## src/rtl/slot_allocator.sv

```systemverilog
// ---------------------------------------------------------------------------
// slot_allocator
//
// Tracks occupancy of WIDTH slots. Each cycle the block can grant one free
// slot and release one busy slot. A grant always goes to the highest-index
// free slot, chosen from the occupancy map as it stood before the edge.
//
// Ports
//   clk         rising-edge clock
//   rst_n       asynchronous active-low reset
//   alloc_req   request one free slot this cycle
//   alloc_gnt   registered one-cycle pulse: a slot was granted
//   alloc_id    index of the granted slot; holds its value while alloc_gnt=0
//   free_valid  release the slot named by free_id this cycle
//   free_id     slot index to release
//   busy_map    registered occupancy; bit i set means slot i is allocated
//   busy_cnt    registered count of set bits in busy_map
//   full        busy_cnt == WIDTH
//   empty       busy_cnt == 0
//   free_err    sticky: a release named a slot that was not busy
// ---------------------------------------------------------------------------
module slot_allocator #(
   parameter int WIDTH = 16,             // power of two, 4..64
   parameter int ID_W  = $clog2(WIDTH)
) (
   input  logic             clk,
   input  logic             rst_n,
   input  logic             alloc_req,
   output logic             alloc_gnt,
   output logic [ID_W-1:0]  alloc_id,
   input  logic             free_valid,
   input  logic [ID_W-1:0]  free_id,
   output logic [WIDTH-1:0] busy_map,
   output logic [ID_W:0]    busy_cnt,
   output logic             full,
   output logic             empty,
   output logic             free_err
);

   localparam logic [ID_W:0] FULL_CNT = (ID_W+1)'(WIDTH);
   localparam logic [ID_W:0] CNT_ONE  = (ID_W+1)'(1);

   logic [WIDTH-1:0] r_busy_map;
   logic [ID_W:0]    r_busy_cnt;
   logic             r_alloc_gnt;
   logic [ID_W-1:0]  r_alloc_id;
   logic             r_free_err;

   logic             w_full;
   logic             w_empty;
   logic [ID_W-1:0]  w_sel;
   logic             w_grant;
   logic             w_free_hit;
   logic             w_free_bad;
   logic [WIDTH-1:0] w_next_map;

   // full/empty come only from the registered count, never from this
   // cycle's requests.
   assign w_full  = (r_busy_cnt == FULL_CNT);
   assign w_empty = (r_busy_cnt == '0);

   // Highest-index zero bit: scanning upward, the last free slot seen wins.
   // When the map is full w_sel is meaningless, but w_grant is then 0.
   // NOTE: every always_comb output gets a default first so no path leaves
   // it unassigned -- otherwise synthesis infers a latch.
   always_comb begin
      w_sel = '0;
      for (int i = 0; i < WIDTH; i++) begin
         if (!r_busy_map[i]) w_sel = ID_W'(i);
      end
   end

   assign w_grant    = alloc_req  &  ~w_full;
   assign w_free_hit = free_valid &   r_busy_map[free_id];
   assign w_free_bad = free_valid &  ~r_busy_map[free_id];

   // The freed slot is busy and the selected slot is free, so the two
   // updates never touch the same bit.
   always_comb begin
      w_next_map = r_busy_map;
      if (w_free_hit) w_next_map[free_id] = 1'b0;
      if (w_grant)    w_next_map[w_sel]   = 1'b1;
   end

   // NOTE: clocked state uses non-blocking assignments so every register
   // samples pre-edge values regardless of statement order.
   always_ff @(posedge clk or negedge rst_n) begin
      if (!rst_n) begin
         r_busy_map  <= '0;
         r_busy_cnt  <= '0;
         r_alloc_gnt <= 1'b0;
         r_alloc_id  <= '0;
         r_free_err  <= 1'b0;
      end else begin
         r_busy_map  <= w_next_map;
         r_alloc_gnt <= w_grant;
         if (w_grant)    r_alloc_id <= w_sel;
         if (w_free_bad) r_free_err <= 1'b1;

         // A grant and a valid free together leave the count unchanged.
         unique case ({w_grant, w_free_hit})
            2'b10:   r_busy_cnt <= r_busy_cnt + CNT_ONE;
            2'b01:   r_busy_cnt <= r_busy_cnt - CNT_ONE;
            default: r_busy_cnt <= r_busy_cnt;
         endcase
      end
   end

   assign busy_map  = r_busy_map;
   assign busy_cnt  = r_busy_cnt;
   assign alloc_gnt = r_alloc_gnt;
   assign alloc_id  = r_alloc_id;
   assign free_err  = r_free_err;
   assign full      = w_full;
   assign empty     = w_empty;

endmodule

```

## config.mk

```make
export PLATFORM = sky130hd
export DESIGN_NAME = slot_allocator
export DESIGN_NICKNAME = d
export VERILOG_FILES = /design/src/rtl/slot_allocator.sv
export SDC_FILE = /design/constraint.sdc
export NUM_CORES = 1
export LEC_CHECK = 0
export BUFFER_PORTS_ARGS = -buffer_cell sky130_fd_sc_hd__buf_2
export CORE_ASPECT_RATIO = 0.9
export CORE_MARGIN = 2
export CORE_UTILIZATION = 55
export CTS_BUF_LIST = sky130_fd_sc_hd__clkbuf_8
export DETAILED_ROUTE_END_ITERATION = 12
export PLACE_DENSITY = 0.82
export SYNTH_ARGS = -nofsm -noshare
export SYNTH_HDL_FRONTEND = slang
export SYNTH_SLANG_ARGS = --single-unit
```

## constraint.sdc

```tcl
create_clock -name clk -period 3.3 [get_ports clk]
set_input_delay 0.66 -clock clk [delete_from_list [all_inputs] [get_ports clk]]
set_output_delay 0.66 -clock clk [all_outputs]
set_load 0.005 [all_outputs]
```

### Yosys cells after proc, flatten, opt, wreduce, memory -nomap -nowiden

Cells that the tools add are included.

| cells by class | value |
|---|---|
| bitwise logic cells | 8 |
| order comparisons | 4 |
| $add $sub $neg | 2 |
| equal/unequal tests | 3 |
| mux-type cells | 24 |
| reduce and logical (&&, ||, !) cells | 4 |

Operator list:

| operator | number |
|---|---|
| 4-bit 2-to-1 mux | 14 |
| 16-bit 2-to-1 mux | 2 |
| 16-bit bitwise AND | 1 |
| 16-bit inverter | 1 |
| 16-bit bitwise OR | 1 |
| 4-bit by 5-bit < comparator with 1-bit output, second input constant | 2 |
| 5-bit case mux with 2 select lines | 1 |
| 1-bit demux with 4-bit select | 2 |
| 4-bit by 1-bit greater-or-equal comparator with 1-bit output, second input constant | 2 |
| 5-bit by 1-bit adder with 5-bit output, second input constant | 1 |
| 5-bit equality test, second input constant | 1 |
| 5-bit zero test | 1 |
| 5-bit by 1-bit subtractor with 5-bit output, second input constant | 1 |
| 1-bit binary-select mux with 4-bit select | 1 |
| 1-bit 2-to-1 mux | 4 |
| 1-bit bitwise AND | 3 |
| 2-bit by 1-bit equality test with 1-bit output, second input constant | 1 |
| 2-bit equality test, second input constant | 1 |
| 1-bit logical AND | 2 |
| 1-bit inverter | 2 |
| 2-bit nonzero test | 1 |

| storage, ports and cells | value |
|---|---|
| word-level logic and storage cells | 50 |
| flip-flop bits (word level) | 27 |
| output and inout bits | 29 |
| bits of input ports | 8 |

### Depth between registers and ports, before layout

| logic depth | value |
|---|---|
| word-level depth | 21 |
| depth in mapped cells | 13 |
| depth with buffers taken out | 12 |

### Worst setup path after synthesis

No wires, ideal clock.

| path | value |
|---|---|
| kind | input to register |
| start point | input free_id[3] |
| end point | register r_busy_cnt[4], in the netlist busy_cnt[4] |
| stages on the path | 13 |
| path buffers | 1 |
| data arrival time | 3.116 ns |
| slack | 0.059 ns |
| required time | 3.176 ns |
| setup time | 0.124 ns |
| cells stage by stage | buf_6 > mux2i_1 > a221oi_1 > nand2_1 > a21boi_0 > ha_1 > inv_1 > fa_1 > nor2b_1 > o21ai_0 > nand3_1 > or3b_2 > xnor2_1 |

| between the ends | value |
|---|---|
| longest elaborated chain between the ends | 5 |

RTL lines:

| element | line | text |
|---|---|---|
| start: declaration | 32 | `input logic [ID_W-1:0] free_id,` |
| 1-bit binary-select mux with 4-bit select (*) | 74 | `assign w_free_hit = free_valid & r_busy_map[free_id];` |
| 1-bit 2-to-1 mux (implied by the code) (*) | 74 |  |
| 1-bit bitwise AND (*) | 74 |  |
| 2-bit by 1-bit equality test with 1-bit output / 2-bit equality test (equally long branches) | 101 | `unique case ({w_grant, w_free_hit})` |
| 5-bit case mux with 2 select lines / 2-bit nonzero test (equally long branches) | n/a |  |
| end signal: assignment | 102 | `2'b10: r_busy_cnt <= r_busy_cnt + CNT_ONE;` |
| end signal: assignment | 103 | `2'b01: r_busy_cnt <= r_busy_cnt - CNT_ONE;` |
| end signal: assignment | 104 | `default: r_busy_cnt <= r_busy_cnt;` |
| end: declaration | 44 | `logic [ID_W:0] r_busy_cnt;` |

Every way passes the cells marked *; elsewhere a longest branch is shown, timed or not. The select of a mux whose other input is x is not followed.
A chain may end at the register's enable or synchronous reset.

### Worst setup path after layout

| path | value |
|---|---|
| start point | input free_id[1] |
| end point | register r_busy_cnt[4], in the netlist busy_cnt[4] |

Same word-level chain as after synthesis.

==> results.sh <==
export IMPL_synth_sequential_area_ratio_pct=43.7
export IMPL_numClockSinks=27
export IMPL_period_share_pct=95.0
export IMPL_post_synth_inst_count=169
export IMPL_cts_hold_buf=0
export IMPL_cts_setup_buffers=0
export IMPL_setup_viol_count_final=0
export IMPL_fin_setup_tns_ns=0
export IMPL_skew_ns=0.00593
export IMPL_first_iter_violations=139
export IMPL_drive_above_1_share_pct=25.9
export IMPL_r2r_slack_ns=0.22
export IMPL_pin_count=37
export IMPL_r2r_depth=10
export IMPL_drt_wirelength_per_cell_um=16.8
export IMPL_die_area_um2=3250
export IMPL_status="completed"
export IMPL_syn_mean_instance_area_um2=9.16
export IMPL_max_slew_margin_rel_pct=45.3
export IMPL_worst_hold_path_type="in2async"
export IMPL_synth_xor_xnor_area_share_pct=2.26
export IMPL_cts_max_path_bufs=2
export IMPL_layout_core_utilization_pct=69.2
export IMPL_synth_area_in_compound_gates_pct=21.5
export IMPL_core_rowCount=18
export IMPL_slew_violations=0
export IMPL_start_util_pct=57.3
export IMPL_crit_fanout=8
export IMPL_core_area_um2=2700
export IMPL_detailed_place_hpwl_um=3170
export IMPL_synth_simple_gate_area_share_pct=18.5
export IMPL_netlist_top_cells_area="sky130_fd_sc_hd__dfrtp_1 44%, sky130_fd_sc_hd__o21ai_0 7.4%, sky130_fd_sc_hd__mux2i_1 5.8%"
export IMPL_post_route_drc_count=0
export IMPL_synth_nets=182
export IMPL_worstSetupStartpointType="input port"
export IMPL_route_final_wire_length_um=4130
export IMPL_io_buffers=36
export IMPL_synth_top_area_share_pct=43.7
export IMPL_cp_required_ns=3.47
export IMPL_p_per_area_nw_per_um2=830
export IMPL_syn2layout_area_growth_pct=20.9
export IMPL_clkTransAtPathRegs_ns=0.09
export IMPL_synth_top_family_by_area="compound AO/OA/AOI/OAI gates"
export IMPL_critical_path_reg2reg_startpoint="busy_cnt[0]"
export IMPL_fmax_mhz=319
export IMPL_place_area_um2=1820
export IMPL_area_of_the_mapped_netlist_um2=1550
export IMPL_antenna_cells=0
export IMPL_fillerInstances=212
export IMPL_die_w_um=59.9
export IMPL_initial_antenna_violation_count=0
export IMPL_unrepaired_setup_endpoints_after_global_routing="no"
export IMPL_grt_first_pass_wirelength_um=6600
export IMPL_max_cap_violations=0
export IMPL_synth_enable_flop_cells=0
export IMPL_yosys_mux_area_fraction_pct=5.82
export IMPL_synth_fa_ha_area_share_pct=4.53
export IMPL_count_of_unique_library_cells_instantiated_by_yosys=38
export IMPL_gpl_final_weighted_congestion=0.894
export IMPL_post_route_cell_area_um2=1870
export IMPL_detail_route_first_pass_iterations=5
export IMPL_cts_root_buffer="sky130_fd_sc_hd__clkbuf_8"
export IMPL_grtUsageTotal_pct=27.5
export IMPL_asyncSetResetFlopFracSynth_pct=100
export IMPL_critical_path_class="in2reg"
export IMPL_synth_top_flop_cell="sky130_fd_sc_hd__dfrtp_1"
export IMPL_yosys_warnings=0
export IMPL_postCtsResizedCells=0
export IMPL_critPathArrivalTime_ns=3.30
export IMPL_vias_per_cell=6.35
export IMPL_postSynthRegisterBits=27
export IMPL_final_period_minus_worst_setup_slack_ns=3.13
export IMPL_worstMarginPinSlew_ns=0.815
export IMPL_clk_insertion_delay_late_ns=0.28
export IMPL_tritoncts_num_buffers=3
export IMPL_cts_tree="done"
export IMPL_h_tree_depth=1
export IMPL_largest_area_contributor_in_the_synthesized_netlist="sky130_fd_sc_hd__dfrtp_1"
export IMPL_design_final_nets=230
export IMPL_final_antenna_net_count=0
export IMPL_grt_max_degree=28
export IMPL_die_height_um=54.3
export IMPL_power_leakage_nw=0.895
export IMPL_vdd_ir_drop_worst_uv=506
export IMPL_finalHoldViolCount=0
export IMPL_first_global_vias=1411
export IMPL_r2r_end="busy_cnt[4]"
export IMPL_route_vias_total=1563
export IMPL_grt_remaining_overflow=0
export IMPL_endpoint_kind="flip-flop"
==> placed cells by master (no fill, tap or decap), types with 5 or more instances in the layout <==
cell | synthesis | layout
sky130_fd_sc_hd__nor2_1 | 11 | 11
sky130_fd_sc_hd__nand4_1 | 5 | 5
sky130_fd_sc_hd__buf_2 | 1 | 36
sky130_fd_sc_hd__a21oi_1 | 9 | 9
sky130_fd_sc_hd__nand2_1 | 23 | 23
sky130_fd_sc_hd__dfrtp_1 | 27 | 27
sky130_fd_sc_hd__buf_4 | 0 | 11
sky130_fd_sc_hd__nor2b_1 | 5 | 5
sky130_fd_sc_hd__inv_1 | 9 | 9
sky130_fd_sc_hd__o21ai_0 | 23 | 23
sky130_fd_sc_hd__mux2i_1 | 9 | 9
==> final cells by class <==
class                      count  area (um2)  area share (%)
multi-input combinational    129         815            43.5
sequential                    27         676            36.1
timing repair buffer          47         263            14.0
clock buffer                   3        41.3            2.21
tap                           30        37.5            2.01
inverter                       9        33.8            1.81
clock inverter                 1        5.00           0.268
==> critical path: stages <==
cell                       delay [ns]
sky130_fd_sc_hd__buf_2           0.13
sky130_fd_sc_hd__and2_1          0.20
sky130_fd_sc_hd__a221oi_1        0.40
sky130_fd_sc_hd__nand2_1         0.13
sky130_fd_sc_hd__a21boi_0        0.19
sky130_fd_sc_hd__ha_1            0.23
sky130_fd_sc_hd__inv_1           0.08
sky130_fd_sc_hd__fa_1            0.39
sky130_fd_sc_hd__nor2b_1         0.11
sky130_fd_sc_hd__o21ai_0         0.10
sky130_fd_sc_hd__nand3_1         0.09
sky130_fd_sc_hd__or3b_2          0.45
sky130_fd_sc_hd__xnor2_1         0.13
==> state kept, by name, indices dropped and copies added, names as in the netlist <==
name,count
alloc_gnt,1
busy_cnt,5
alloc_id,4
free_err,1
busy_map,16
==> report_power, final <==
part | switching (W) | internal [W]
Sequential | 0.000162 | 0.000445
Clock | 0.000106 | 0.0000848
Combinational | 0.000425 | 0.000330
==> metal layers <==
metal	share of wire, %	track usage [%]	vias up
met5	0	0	-
met4	3.2	13.7	0
met3	9.7	4.96	21
met2	46	42.4	109
met1	41	37.3	726
li1	-	-	707
==> worst max-delay path by stage <==
stage	from	end	slack [ns]	depth (start not counted)
2_1_floorplan	free_id[3]	busy_cnt[4]	0.06	13
3_3_place_gp	free_id[1]	busy_cnt[4]	0.04	13
3_5_place_dp	free_id[1]	busy_cnt[4]	-0.09	13
4_1_cts	free_id[1]	busy_cnt[4]	0.18	13
5_1_grt	free_id[1]	busy_cnt[4]	0.02	13
6_report	free_id[1]	busy_cnt[4]	0.17	13
==> synthesized netlist by cell type, types with 2 or more instances <==
library cell / instances
sky130_fd_sc_hd__dfrtp_1: 27
sky130_fd_sc_hd__nand2_1: 23
sky130_fd_sc_hd__o21ai_0: 23
sky130_fd_sc_hd__nor2_1: 11
sky130_fd_sc_hd__a21oi_1: 9
sky130_fd_sc_hd__inv_1: 9
sky130_fd_sc_hd__mux2i_1: 9
sky130_fd_sc_hd__nand4_1: 5
sky130_fd_sc_hd__nor2b_1: 5
sky130_fd_sc_hd__ha_1: 4
sky130_fd_sc_hd__nand2b_1: 4
sky130_fd_sc_hd__a32o_1: 3
sky130_fd_sc_hd__nand3_1: 3
sky130_fd_sc_hd__a21boi_0: 2
sky130_fd_sc_hd__a22oi_1: 2
sky130_fd_sc_hd__a311oi_1: 2
sky130_fd_sc_hd__a31oi_1: 2
sky130_fd_sc_hd__a41oi_1: 2
sky130_fd_sc_hd__clkbuf_1: 2
sky130_fd_sc_hd__or3b_2: 2
sky130_fd_sc_hd__xnor2_1: 2
sky130_fd_sc_hd__xor2_1: 2
==> stage by stage <==
stage               instances  power [W]  hold WS (ns)  worst slack, ns
floorplan                 169    0.00102         0.364           0.0595
global placement          242    0.00130         0.457           0.0371
detailed placement        242    0.00134         0.464          -0.0880
CTS                       246    0.00153         0.398            0.185
global route              246    0.00167         0.418           0.0178
finish                    246    0.00155         0.369            0.166
==> cell families after synthesis <==
family | Yosys count
xor gates and xnor gates | 4
adders and majority gates | 5
and+or+nand+nor | 59
AOI/OAI and AO/OA | 52
muxes | 9
DFF | 27
buffers and inverters | 13
No activity file was read; power rests on OpenSTA's default activity.
